$ cat src/rtl/cpu_pkg.sv
// cpu_pkg -- constants shared by the ALU sequencer and the external ALU.
//
// Contents:
//   DATA_W          operand / writeback word width
//   opcode_t        5-bit ALU opcode type, plus the opcode constants
//   state_t         sequencer state type, plus the state encodings
//   op_skips_exec() true for opcodes that finish in LOAD_B without an ALU pass
package cpu_pkg;

    localparam int DATA_W = 32;

    typedef logic [4:0] opcode_t;
    typedef logic [2:0] state_t;

    // Opcode constants; the ALU decodes the same values.
    localparam opcode_t OP_ADD  = 5'b00011;
    localparam opcode_t OP_MUL  = 5'b01111;
    localparam opcode_t OP_DIV  = 5'b10000;
    localparam opcode_t OP_NEG  = 5'b10001;
    localparam opcode_t OP_NOT  = 5'b10010;
    localparam opcode_t OP_NOP  = 5'b11010;
    localparam opcode_t OP_HALT = 5'b11011;

    // Sequencer state encodings.
    localparam state_t ST_IDLE   = 3'd0;
    localparam state_t ST_LOAD_B = 3'd1;
    localparam state_t ST_EXEC   = 3'd2;
    localparam state_t ST_WB_LO  = 3'd3;
    localparam state_t ST_WB_HI  = 3'd4;

    // nop and halt produce no result, so they never reach EXEC.
    function automatic logic op_skips_exec(input opcode_t op);
        return (op == OP_NOP) || (op == OP_HALT);
    endfunction

endpackage

$ cat src/rtl/alu_sequencer_zreg64.sv
// zreg64 -- 64-bit result holding register for the ALU sequencer.
//
// Ports:
//   clock  in   rising-edge clock
//   clear  in   asynchronous active-low reset, zeroes q
//   load   in   capture d at the next rising edge
//   d      in   64-bit data to capture
//   q      out  64-bit held value
module zreg64 (
    input  logic        clock,
    input  logic        clear,
    input  logic        load,
    input  logic [63:0] d,
    output logic [63:0] q
);

    logic [63:0] z_q;

    always_ff @(posedge clock or negedge clear) begin
        if (!clear) begin
            z_q <= '0;
        end else if (load) begin
            z_q <= d;
        end
    end

    assign q = z_q;

endmodule

$ cat src/rtl/alu_sequencer.sv
// alu_sequencer -- drives an external ALU through a fixed operand/execute/
// writeback sequence: IDLE -> LOAD_B -> EXEC -> WB_LO [-> WB_HI] -> IDLE.
//
// Build option:
//   ALU_SEQUENCER_HILO_EN  when defined, Multiplication and Division write
//                          back both halves of the 64-bit result (WB_LO then
//                          WB_HI); otherwise every opcode writes back only
//                          the low word.
//
// Ports:
//   clock         in   rising-edge clock
//   clear         in   asynchronous active-low reset
//   start         in   operation request, sampled only in IDLE
//   opcode[4:0]   in   ALU opcode, sampled with start
//   bus_in[31:0]  in   operand bus: operand A with start, operand B next cycle
//   alu_c[63:0]   in   combinational ALU result
//   alu_y[31:0]   out  latched operand A to the ALU
//   alu_b[31:0]   out  latched operand B to the ALU
//   alu_op[4:0]   out  latched opcode to the ALU
//   busy          out  high in every state except IDLE
//   result[31:0]  out  writeback word, zero when result_valid is low
//   result_valid  out  result carries a writeback word this cycle
//   result_hi     out  current writeback word is the upper half of Z
//   done          out  one-cycle pulse on the final cycle of an operation
module alu_sequencer
    import cpu_pkg::*;
(
    input  logic                clock,
    input  logic                clear,
    input  logic                start,
    input  logic [4:0]          opcode,
    input  logic [DATA_W-1:0]   bus_in,
    input  logic [2*DATA_W-1:0] alu_c,
    output logic [DATA_W-1:0]   alu_y,
    output logic [DATA_W-1:0]   alu_b,
    output logic [4:0]          alu_op,
    output logic                busy,
    output logic [DATA_W-1:0]   result,
    output logic                result_valid,
    output logic                result_hi,
    output logic                done
);

    state_t              state_q, state_d;
    logic [DATA_W-1:0]   y_q, y_d;
    logic [DATA_W-1:0]   b_q, b_d;
    opcode_t             op_q, op_d;
    logic [2*DATA_W-1:0] z_q;
    logic                z_load;
    logic                two_word;

`ifdef ALU_SEQUENCER_HILO_EN
    assign two_word = (op_q == OP_MUL) || (op_q == OP_DIV);
`else
    assign two_word = 1'b0;
`endif

    // Next-state and operand-latch logic.  The operand registers only change
    // on acceptance (Y, OP) and in LOAD_B (B), so the ALU inputs stay frozen
    // from EXEC until the sequence is back in IDLE.
    always_comb begin
        state_d = state_q;
        y_d     = y_q;
        b_d     = b_q;
        op_d    = op_q;
        case (state_q)
            ST_IDLE: begin
                if (start) begin
                    y_d     = bus_in;
                    op_d    = opcode;
                    state_d = ST_LOAD_B;
                end
            end
            ST_LOAD_B: begin
                b_d     = bus_in;
                state_d = op_skips_exec(op_q) ? ST_IDLE : ST_EXEC;
            end
            ST_EXEC:  state_d = ST_WB_LO;
            ST_WB_LO: state_d = two_word ? ST_WB_HI : ST_IDLE;
            ST_WB_HI: state_d = ST_IDLE;
            default:  state_d = ST_IDLE;
        endcase
    end

    always_ff @(posedge clock or negedge clear) begin
        if (!clear) begin
            state_q <= ST_IDLE;
            y_q     <= '0;
            b_q     <= '0;
            op_q    <= '0;
        end else begin
            state_q <= state_d;
            y_q     <= y_d;
            b_q     <= b_d;
            op_q    <= op_d;
        end
    end

    // Z captures the ALU output at the edge that closes EXEC.
    assign z_load = (state_q == ST_EXEC);

    zreg64 u_zreg (
        .clock (clock),
        .clear (clear),
        .load  (z_load),
        .d     (alu_c),
        .q     (z_q)
    );

    // Outputs decode directly from the state, so an asynchronous clear
    // zeroes them in the same cycle.
    always_comb begin
        busy         = (state_q != ST_IDLE);
        result       = '0;
        result_valid = 1'b0;
        result_hi    = 1'b0;
        done         = 1'b0;
        case (state_q)
            ST_LOAD_B: done = op_skips_exec(op_q);
            ST_WB_LO: begin
                result       = z_q[DATA_W-1:0];
                result_valid = 1'b1;
                done         = !two_word;
            end
            ST_WB_HI: begin
                result       = z_q[2*DATA_W-1:DATA_W];
                result_valid = 1'b1;
                result_hi    = 1'b1;
                done         = 1'b1;
            end
            default: ;
        endcase
    end

    assign alu_y  = y_q;
    assign alu_b  = b_q;
    assign alu_op = op_q;

endmodule

$ cat config.mk
export PLATFORM = sky130hd
export DESIGN_NAME = alu_sequencer
export DESIGN_NICKNAME = d
export VERILOG_FILES = /design/src/rtl/cpu_pkg.sv /design/src/rtl/alu_sequencer_zreg64.sv /design/src/rtl/alu_sequencer.sv
export SDC_FILE = /design/constraint.sdc
export NUM_CORES = 1
export LEC_CHECK = 0
export BUFFER_PORTS_ARGS = -buffer_cell sky130_fd_sc_hd__buf_2
export CORE_MARGIN = 4
export CORE_UTILIZATION = 30
export CTS_BUF_LIST = sky130_fd_sc_hd__clkbuf_2
export DETAILED_ROUTE_END_ITERATION = 12
export PLACE_DENSITY_LB_ADDON = 0.15
export SYNTH_ARGS = -nofsm -noshare
export SYNTH_HDL_FRONTEND = slang
export SYNTH_SLANG_ARGS = --single-unit
export TNS_END_PERCENT = 1
$ cat constraint.sdc
create_clock -name clock -period 2.4 [get_ports clock]
set_input_delay 0.24 -clock clock [delete_from_list [all_inputs] [get_ports clock]]
set_output_delay 0.24 -clock clock [all_outputs]
set_load 0.02 [all_outputs]
# After elaboration in Yosys (flattened, before gate mapping)
# Index checks and enable logic that the tools add are counted.
# Widths: inputs -> output; s select.
# op_classes
eq_ne,7
n_mux,7
reduce_logical,5
# ops
op,n
$pmux 32 s2,1
$eq 5x5->1 const B,2
$pmux 3 s3,1
$eq 3x2->1 const B,2
$eq 3x1->1 const B,1
$eq 3x3->1 const B,1
$logic_not 3->1,1
$mux 3,1
$reduce_bool 3->1,1
$mux 1,2
$mux 2,1
$ne 2x2->1 const B,1
$pmux 1 s2,1
$reduce_and 2->1,1
$reduce_or 2->1,1
$logic_or 1x1->1,1
# word_totals
elab_cells,24
inputBits,104
out_inout_bits,105
ff_bits,136

# Depth between registers and ports, before layout
# Gate-level depths: netlist of the first run.
# logic_depth
depth_word,4
depth_mapped,5

# Modules after synthesis
# Synthesis of the first run repeated with hierarchy kept, for this count alone.
# hier_totals
cells_unflattened,335
hier_area_um2,5884.4
# modules_own_cells
module,cells_each,area_each_um2,n_inst
alu_sequencer,200,3205.6,1
zreg64,135,2678.8,1

# Worst setup path after synthesis of the first run
# OpenSTA, ideal clock, no wires.
# synth_timing
path_type,register to register
from,register state_q[0]
to,register op_q[0] (netlist: alu_op[0])
required_time_ps,2273
period_less_slack_ps,1446
slack_ps,954
setup_ps,127
path_stages_with_launch,6
t_arrival_ps,1319
cell_sequence,dfrtp_1 buf_2 nor3b_2 buf_6 buf_8 mux2_1
# synth_between
elab_chain_len,2
# synth_rtl
item,line_no,text
from (decl),alu_sequencer.sv:44,"state_t state_q, state_d;"
from (signal assigned),alu_sequencer.sv:92,state_q <= state_d;
$logic_not 3->1,alu_sequencer.sv:66,case (state_q)
$reduce_and 2->1 (no source line),-,
to (signal assigned),alu_sequencer.sv:95,op_q <= op_d;
to (decl),alu_sequencer.sv:47,"opcode_t op_q, op_d;"
# Every way passes these cells.
# A chain may end at the register's enable or synchronous reset.

# Worst setup path after layout of the first run
# layout_timing
from,register state_q[0]
to,output port result[10]
# layout_between
elab_chain_len,2
word_cells_on_any_way,3
# layout_rtl
item,line_no,text
$eq 3x3->1 / $eq 3x2->1 (equally long branches),-,
$pmux 32 s2 (*),alu_sequencer.sv:118,case (state_q)
to (decl),alu_sequencer.sv:38,"output logic [DATA_W-1:0] result,"
# Mark *: on every way between the ends. The rest lies on a longest branch, timed or not.

==> results.py, run 1 <==
metrics = {
    "status": {
        "status": "completed",
    },
    "synthesis": {
        "syn_inst": 268,
        "synth_area_um2": 4130,
        "synth-seq-cells": 103,
        "yosys.area.top_type": "dfrtp_1",
        "ys_types": 19,
        "ys_warn_count": 0,
        "syn_nets": 372,
        "synth_area_leaders": "dfrtp_1, mux2_2, mux2_1",
        "syn_area_per_cell_um2": 15.4,
        "synth.top_cell.area_share_pct": 62.4,
        "ys_seq_area_share_pct": 62.4,
    },
    "placed_design": {
        "hpwl_um": 7060,
        "place_congestion": 0.724,
        "placed_cells": 608,
        "pre_cts_ws_ps": 700,
        "port_buffers": 175,
    },
    "grt": {
        "grt_pass1_vias": 3439,
        "antenna_found_initial": 0,
        "grt_pass1_wl_um": 17600,
        "grt.total_usage_pct": 13.8,
        "grt_max_degree": 50,
        "overflow": 0,
    },
    "power_and_ir_drop": {
        "cellPowerDensity_nw_per_um2": 1260,
        "ir_worst_vdd_mv": 0.563,
        "power_leakage_nw": 2.97,
        "clockPowerShare_pct": 8.4,
        "switching_share_pct": 41.0,
        "internal_power_mw": 4.44,
        "switchingPower_mw": 3.09,
        "comb_power_share_pct": 50.6,
        "seqPwrFrac_pct": 40.9,
    },
    "floorplan": {
        "ioPinCount": 209,
        "core_area_um2": 13300,
        "die_h_um": 125,
        "die_w_um": 125,
        "die-area_um2": 15700,
        "start_util_pct": 31.0,
        "row_count": 42,
    },
    "critical_path": {
        "crit_path_max_fanout": 26,
        "r2r-start": "state_q[0]",
        "critPathLaunchType": "flip-flop",
        "crit_type": "flip-flop to output pin",
        "crit_chain": "buf_4 > and3_1 > buf_2",
        "worst-path-stages": 3,
        "cp-end-kind": "output pin",
        "slowest_stage": "dfrtp_1",
        "reg2reg_depth": 3,
        "cp_top_family": "flip-flops",
        "critPathLaunch": "state_q[0]",
        "max_stage_delay_ps": 680,
        "cp_num_buf_inv": 2,
        "crit_arrival_ps": 1910,
        "required_ps": 2160,
    },
    "timing": {
        "fin_tns_setup_ps": 0,
        "fmax_ghz": 0.465,
        "slew_viol_final": 0,
        "rsz0062_at_grt": "false",
        "setup_viol": 0,
        "fin_crit_ps": 2150,
        "period_share_pct": 89.5,
        "setup_slack_ps": 251,
        "fin_skew_ps": 14.7,
        "hold_viol_final": 0,
    },
    "clocking": {
        "cts_buffer_depth": 2,
        "h-tree-depth": 3,
        "cts_tree": "built",
        "cts_buffers": 9,
        "clkTransAtPathRegs_ps": 230,
        "clk_latency_ps": 550,
        "clk_root_buffer_cell": "clkbuf_2",
        "cts_resized": 0,
        "cts_sinks": 103,
    },
    "run": {
        "drv_cap": 0,
    },
    "layout": {
        "diodes": 0,
        "drive_gt1_share_pct": 49.5,
        "final_cells": 693,
        "syn_to_final_growth_pct": 44.4,
        "utilization_pct": 44.7,
        "layout_commonest_cell": "buf_2",
        "final_cell_mix": "buf_2, dfrtp_1, dlygate4sd3_1, mux2_2, mux2_1",
        "layout.nets": 618,
    },
    "route": {
        "drcViolationCount": 0,
        "route.detailed.wl_per_inst_um": 14.7,
        "route.antenna.remaining_nets": 0,
        "drt_iter0_drc": 91,
        "vias": 3044,
        "via_per_inst": 4.39,
        "drtPass1Iterations": 4,
        "routed_wl_um": 10200,
    },
    "min_path": {
        "hold_path.class": "input pin to async pin",
    },
}
==> metal layers <==
layer | vias to the layer above | part of all wire (%) | wire length [um] | global-route usage (%)
li1 | 1436 | - | - | -
met1 | 1475 | 44 | 4440 | 16.9
met2 | 116 | 46 | 4740 | 22.5
met3 | 17 | 8.5 | 864 | 5.42
met4 | 0 | 1.5 | 152 | 4.53
met5 | - | 0 | 0 | 0
==> power by group through the flow <==
stage | Combinational, mW | Clock (mW) | Sequential [mW]
after global placement | 3.76 | 0 | 3.08
after floorplan | 1.86 | 0 | 3.77
final | 3.81 | 0.635 | 3.08
after global routing | 4.14 | 0.763 | 3.21
after detailed placement | 3.80 | 0 | 3.13
after CTS | 3.89 | 0.700 | 3.09
==> registers in the layout, indices dropped and copies added, names as in the netlist <==
signal    count
alu_b        32
alu_op        5
alu_y        32
state_q       2
u_zreg.q     32
==> cell families (layout without fill, tap and decap cells) <==
| kind of cell | Yosys count | in the layout | share of synthesized area [%] |
|---|---|---|---|
| DFF | 103 | 103 | 62.4 |
| muxes | 101 | 101 | 27.5 |
| and+or+nand+nor | 40 | 40 | 6.18 |
| AOI/OAI and AO/OA | 2 | 2 | 0.364 |
| other | 1 | 1 | 0.0908 |
| buffers and inverters | 21 | 270 | 3.45 |
==> area by class of cell <==
cell class / instances / area (um2)
Clock buffer: 11 / 55.1
Sequential cell: 103 / 2580
Multi-Input combinational cell: 144 / 1420
Timing Repair Buffer: 256 / 1680
Tap cell: 176 / 220
Fill cell: 1256 / 7380
Clock inverter: 3 / 12.5
==> metrics by stage <==
stage / power [mW] / hold WS [ps] / cell area [um2]
finish: 7.52 / 103 / 5960
global route: 8.12 / 18.4 / 5960
CTS: 7.68 / 5.11 / 5960
detailed placement: 6.93 / 181 / 5190
global placement: 6.84 / 175 / 5190
floorplan: 5.64 / -55.6 / 4130
==> Yosys cell counts <==
cell and count:
buf_4 4, dfrtp_1 103, nand2b_1 1, mux2_2 55, mux2_1 46, buf_6 1, conb_1 1, nor3b_2 1
o21a_1 1, clkbuf_1 7, nor2b_1 1, buf_2 6, and4b_1 1, or2_2 1, buf_8 3, nor2_1 2
and2_1 1, o21bai_1 1, and3_1 32
==> path summary, 6_finish.rpt <==
kind	slack (ps)	end
worst max-delay path	250	result[10]
max in group asynchronous	1630	alu_y[20]
min in group clock	420	alu_op[0]
worst max register to register	730	alu_y[19]
worst min-delay path	100	alu_y[2]
worst min register to register	510	u_zreg.q[24]
==> repair_timing <==
| item | in CTS | in global routing |
|---|---|---|
| buffers inserted | 0 | 0 |
| hold buffers | 71 | 0 |
| hold endpoints to repair | 205 | 0 |
Note: power is estimated with default switching activity, not from simulation.
==> run 2, diff against run 1 <==
PLACE_DENSITY_LB_ADDON = 0.2   (was 0.15)
==> run 2 against run 1 <==
  * Core utilization grew 0.29 points
  * Non-clock buffer count shrank 3
  * Wire length grew 1.8%
  * First-iteration DRC count shrank 30%
  * Clock-buffer cell count is the same
  * Largest cell class unchanged
  * Largest power group unchanged
  * Highest routed layer unchanged
==> results.py, run 2 (synthesis gave the netlist of run 1 again) <==
metrics = {
    "floorplan": {
        "die-area_um2": 15700,
        "start_util_pct": 31.0,
        "ioPinCount": 209,
        "die_h_um": 125,
        "core_area_um2": 13300,
        "row_count": 42,
        "die_w_um": 125,
    },
    "power_and_ir_drop": {
        "switching_share_pct": 40.7,
        "internal_power_mw": 4.57,
        "seqPwrFrac_pct": 40.1,
        "cellPowerDensity_nw_per_um2": 1280,
        "ir_worst_vdd_mv": 0.732,
        "switchingPower_mw": 3.13,
        "power_leakage_nw": 2.98,
        "clockPowerShare_pct": 10.1,
        "comb_power_share_pct": 49.8,
        "finalPower_mw": 7.70,
    },
    "min_path": {
        "hold_path.class": "input pin to async pin",
    },
    "timing": {
        "setup_viol": 0,
        "fin_skew_ps": 26.8,
        "hold_viol_final": 0,
        "tightest_slew_ps": 742,
        "fin_crit_ps": 2150,
        "relSlewSlack_pct": 50.6,
        "fmax_ghz": 0.465,
        "holdWs_ps": 241,
        "period_share_pct": 89.7,
        "rsz0062_at_grt": "false",
        "slew_viol_final": 0,
        "fin_tns_setup_ps": 0,
    },
    "clocking": {
        "cts_buffers": 9,
        "clk_root_buffer_cell": "clkbuf_2",
        "cts_tree": "built",
        "clk_latency_ps": 570,
        "clkTransAtPathRegs_ps": 250,
        "cts_sinks": 103,
        "cts_buffer_depth": 2,
        "h-tree-depth": 3,
    },
    "placed_design": {
        "port_buffers": 175,
        "placed_area_um2": 5190,
        "hpwl_um": 6980,
        "place_congestion": 0.715,
    },
    "critical_path": {
        "critPathLaunch": "state_q[0]",
        "crit_path_max_fanout": 27,
        "r2r-end": "u_zreg.q[10]",
        "required_ps": 2160,
        "r2r_slack_ps": 620,
        "r2r-start": "state_q[0]",
        "crit_arrival_ps": 1910,
        "reg2reg_depth": 4,
        "endpoint": "result[9]",
        "cp-end-kind": "output pin",
        "critPathLaunchType": "flip-flop",
        "crit_type": "flip-flop to output pin",
    },
    "layout": {
        "final_cell_mix": "buf_2, dfrtp_1, dlygate4sd3_1, mux2_2, mux2_1",
        "final_cell_area_um2": 6000,
        "drive_gt1_share_pct": 49.9,
        "fillerInstances": 1231,
        "syn_to_final_growth_pct": 45.3,
        "layout_commonest_cell": "buf_2",
        "diodes": 0,
        "layout.nets": 615,
    },
    "grt": {
        "grt.total_usage_pct": 13.6,
        "grt_pass1_wl_um": 17300,
        "grt_max_degree": 57,
        "overflow": 0,
        "antenna_found_initial": 0,
        "grt_pass1_vias": 3381,
    },
    "route": {
        "wl_met3_um": 1020,
        "drcViolationCount": 0,
        "top_layer": "met4",
        "route.antenna.remaining_nets": 0,
        "wl_met2_um": 4740,
        "drtPass1Iterations": 4,
        "routed_wl_um": 10400,
        "route.detailed.wl_per_inst_um": 15.0,
        "drt_iter0_drc": 64,
        "wl_met1_um": 4500,
        "via_per_inst": 4.36,
        "vias": 3011,
    },
    "run": {
        "drv_cap": 0,
    },
    "status": {
        "status": "completed",
    },
}
==> run 2: power groups by stage <==
stage | Clock [mW] | Sequential [mW] | Combinational [mW]
after floorplan | 0 | 3.77 | 1.86
after global placement | 0 | 3.08 | 3.78
after detailed placement | 0 | 3.13 | 3.81
after CTS | 0.850 | 3.09 | 3.91
after global routing | 0.922 | 3.22 | 4.14
final | 0.777 | 3.09 | 3.84
==> run 2: per-stage QoR <==
| step | utilization [%] | std cells | setup WS [ps] |
|---|---|---|---|
| 6_report | 45.0 | 691 | 248 |
| 5_1_grt | 45.0 | 691 | 27.6 |
| 4_1_cts | 45.0 | 691 | 93.4 |
| 3_5_place_dp | 38.9 | 605 | 637 |
| 3_3_place_gp | 38.9 | 605 | 655 |
| 2_1_floorplan | - | 268 | 954 |
==> run 2: routing by layer <==
| layer | vias to the layer above | GRT usage (%) |
|---|---|---|
| met3 | 9 | 6.82 |
| met5 | - | 0 |
| met2 | 134 | 21.8 |
| li1 | 1424 | - |
| met1 | 1444 | 16.7 |
| met4 | 0 | 3.06 |
==> run 2: how the worst min path moves through the flow <==
| stage | from | endpoint | slack [ps] |
|---|---|---|---|
| finish | clear | u_zreg.q[11] | 240 |
| global route | clear | u_zreg.q[25] | 170 |
| CTS | clear | u_zreg.q[8] | 170 |
| detailed placement | clear | alu_y[13] | 350 |
| global placement | clear | alu_b[13] | 350 |
| floorplan | clear | alu_b[0] | -60 |
==> run 2: critical path, cell delays in order (launching register included) <==
cell and delay [ps]:
dfrtp_1 660, buf_4 320, and3_1 200, buf_2 160
==> run 2: repair_timing <==
action	in CTS	in global routing
gates resized for setup	0	1
setup endpoints to repair	0	21
hold buffers	71	0
hold endpoints to repair	157	0
setup buffers	0	0
==> run 2: final cells by class <==
type	count	area (um2)	area share [%]
well taps	176	220	3.67
multi-input cells	144	1420	23.7
clock inverters	4	47.5	0.792
flip-flops and latches	103	2580	43.0
clock buffers	11	55.1	0.917
repair buffers	253	1680	28.0
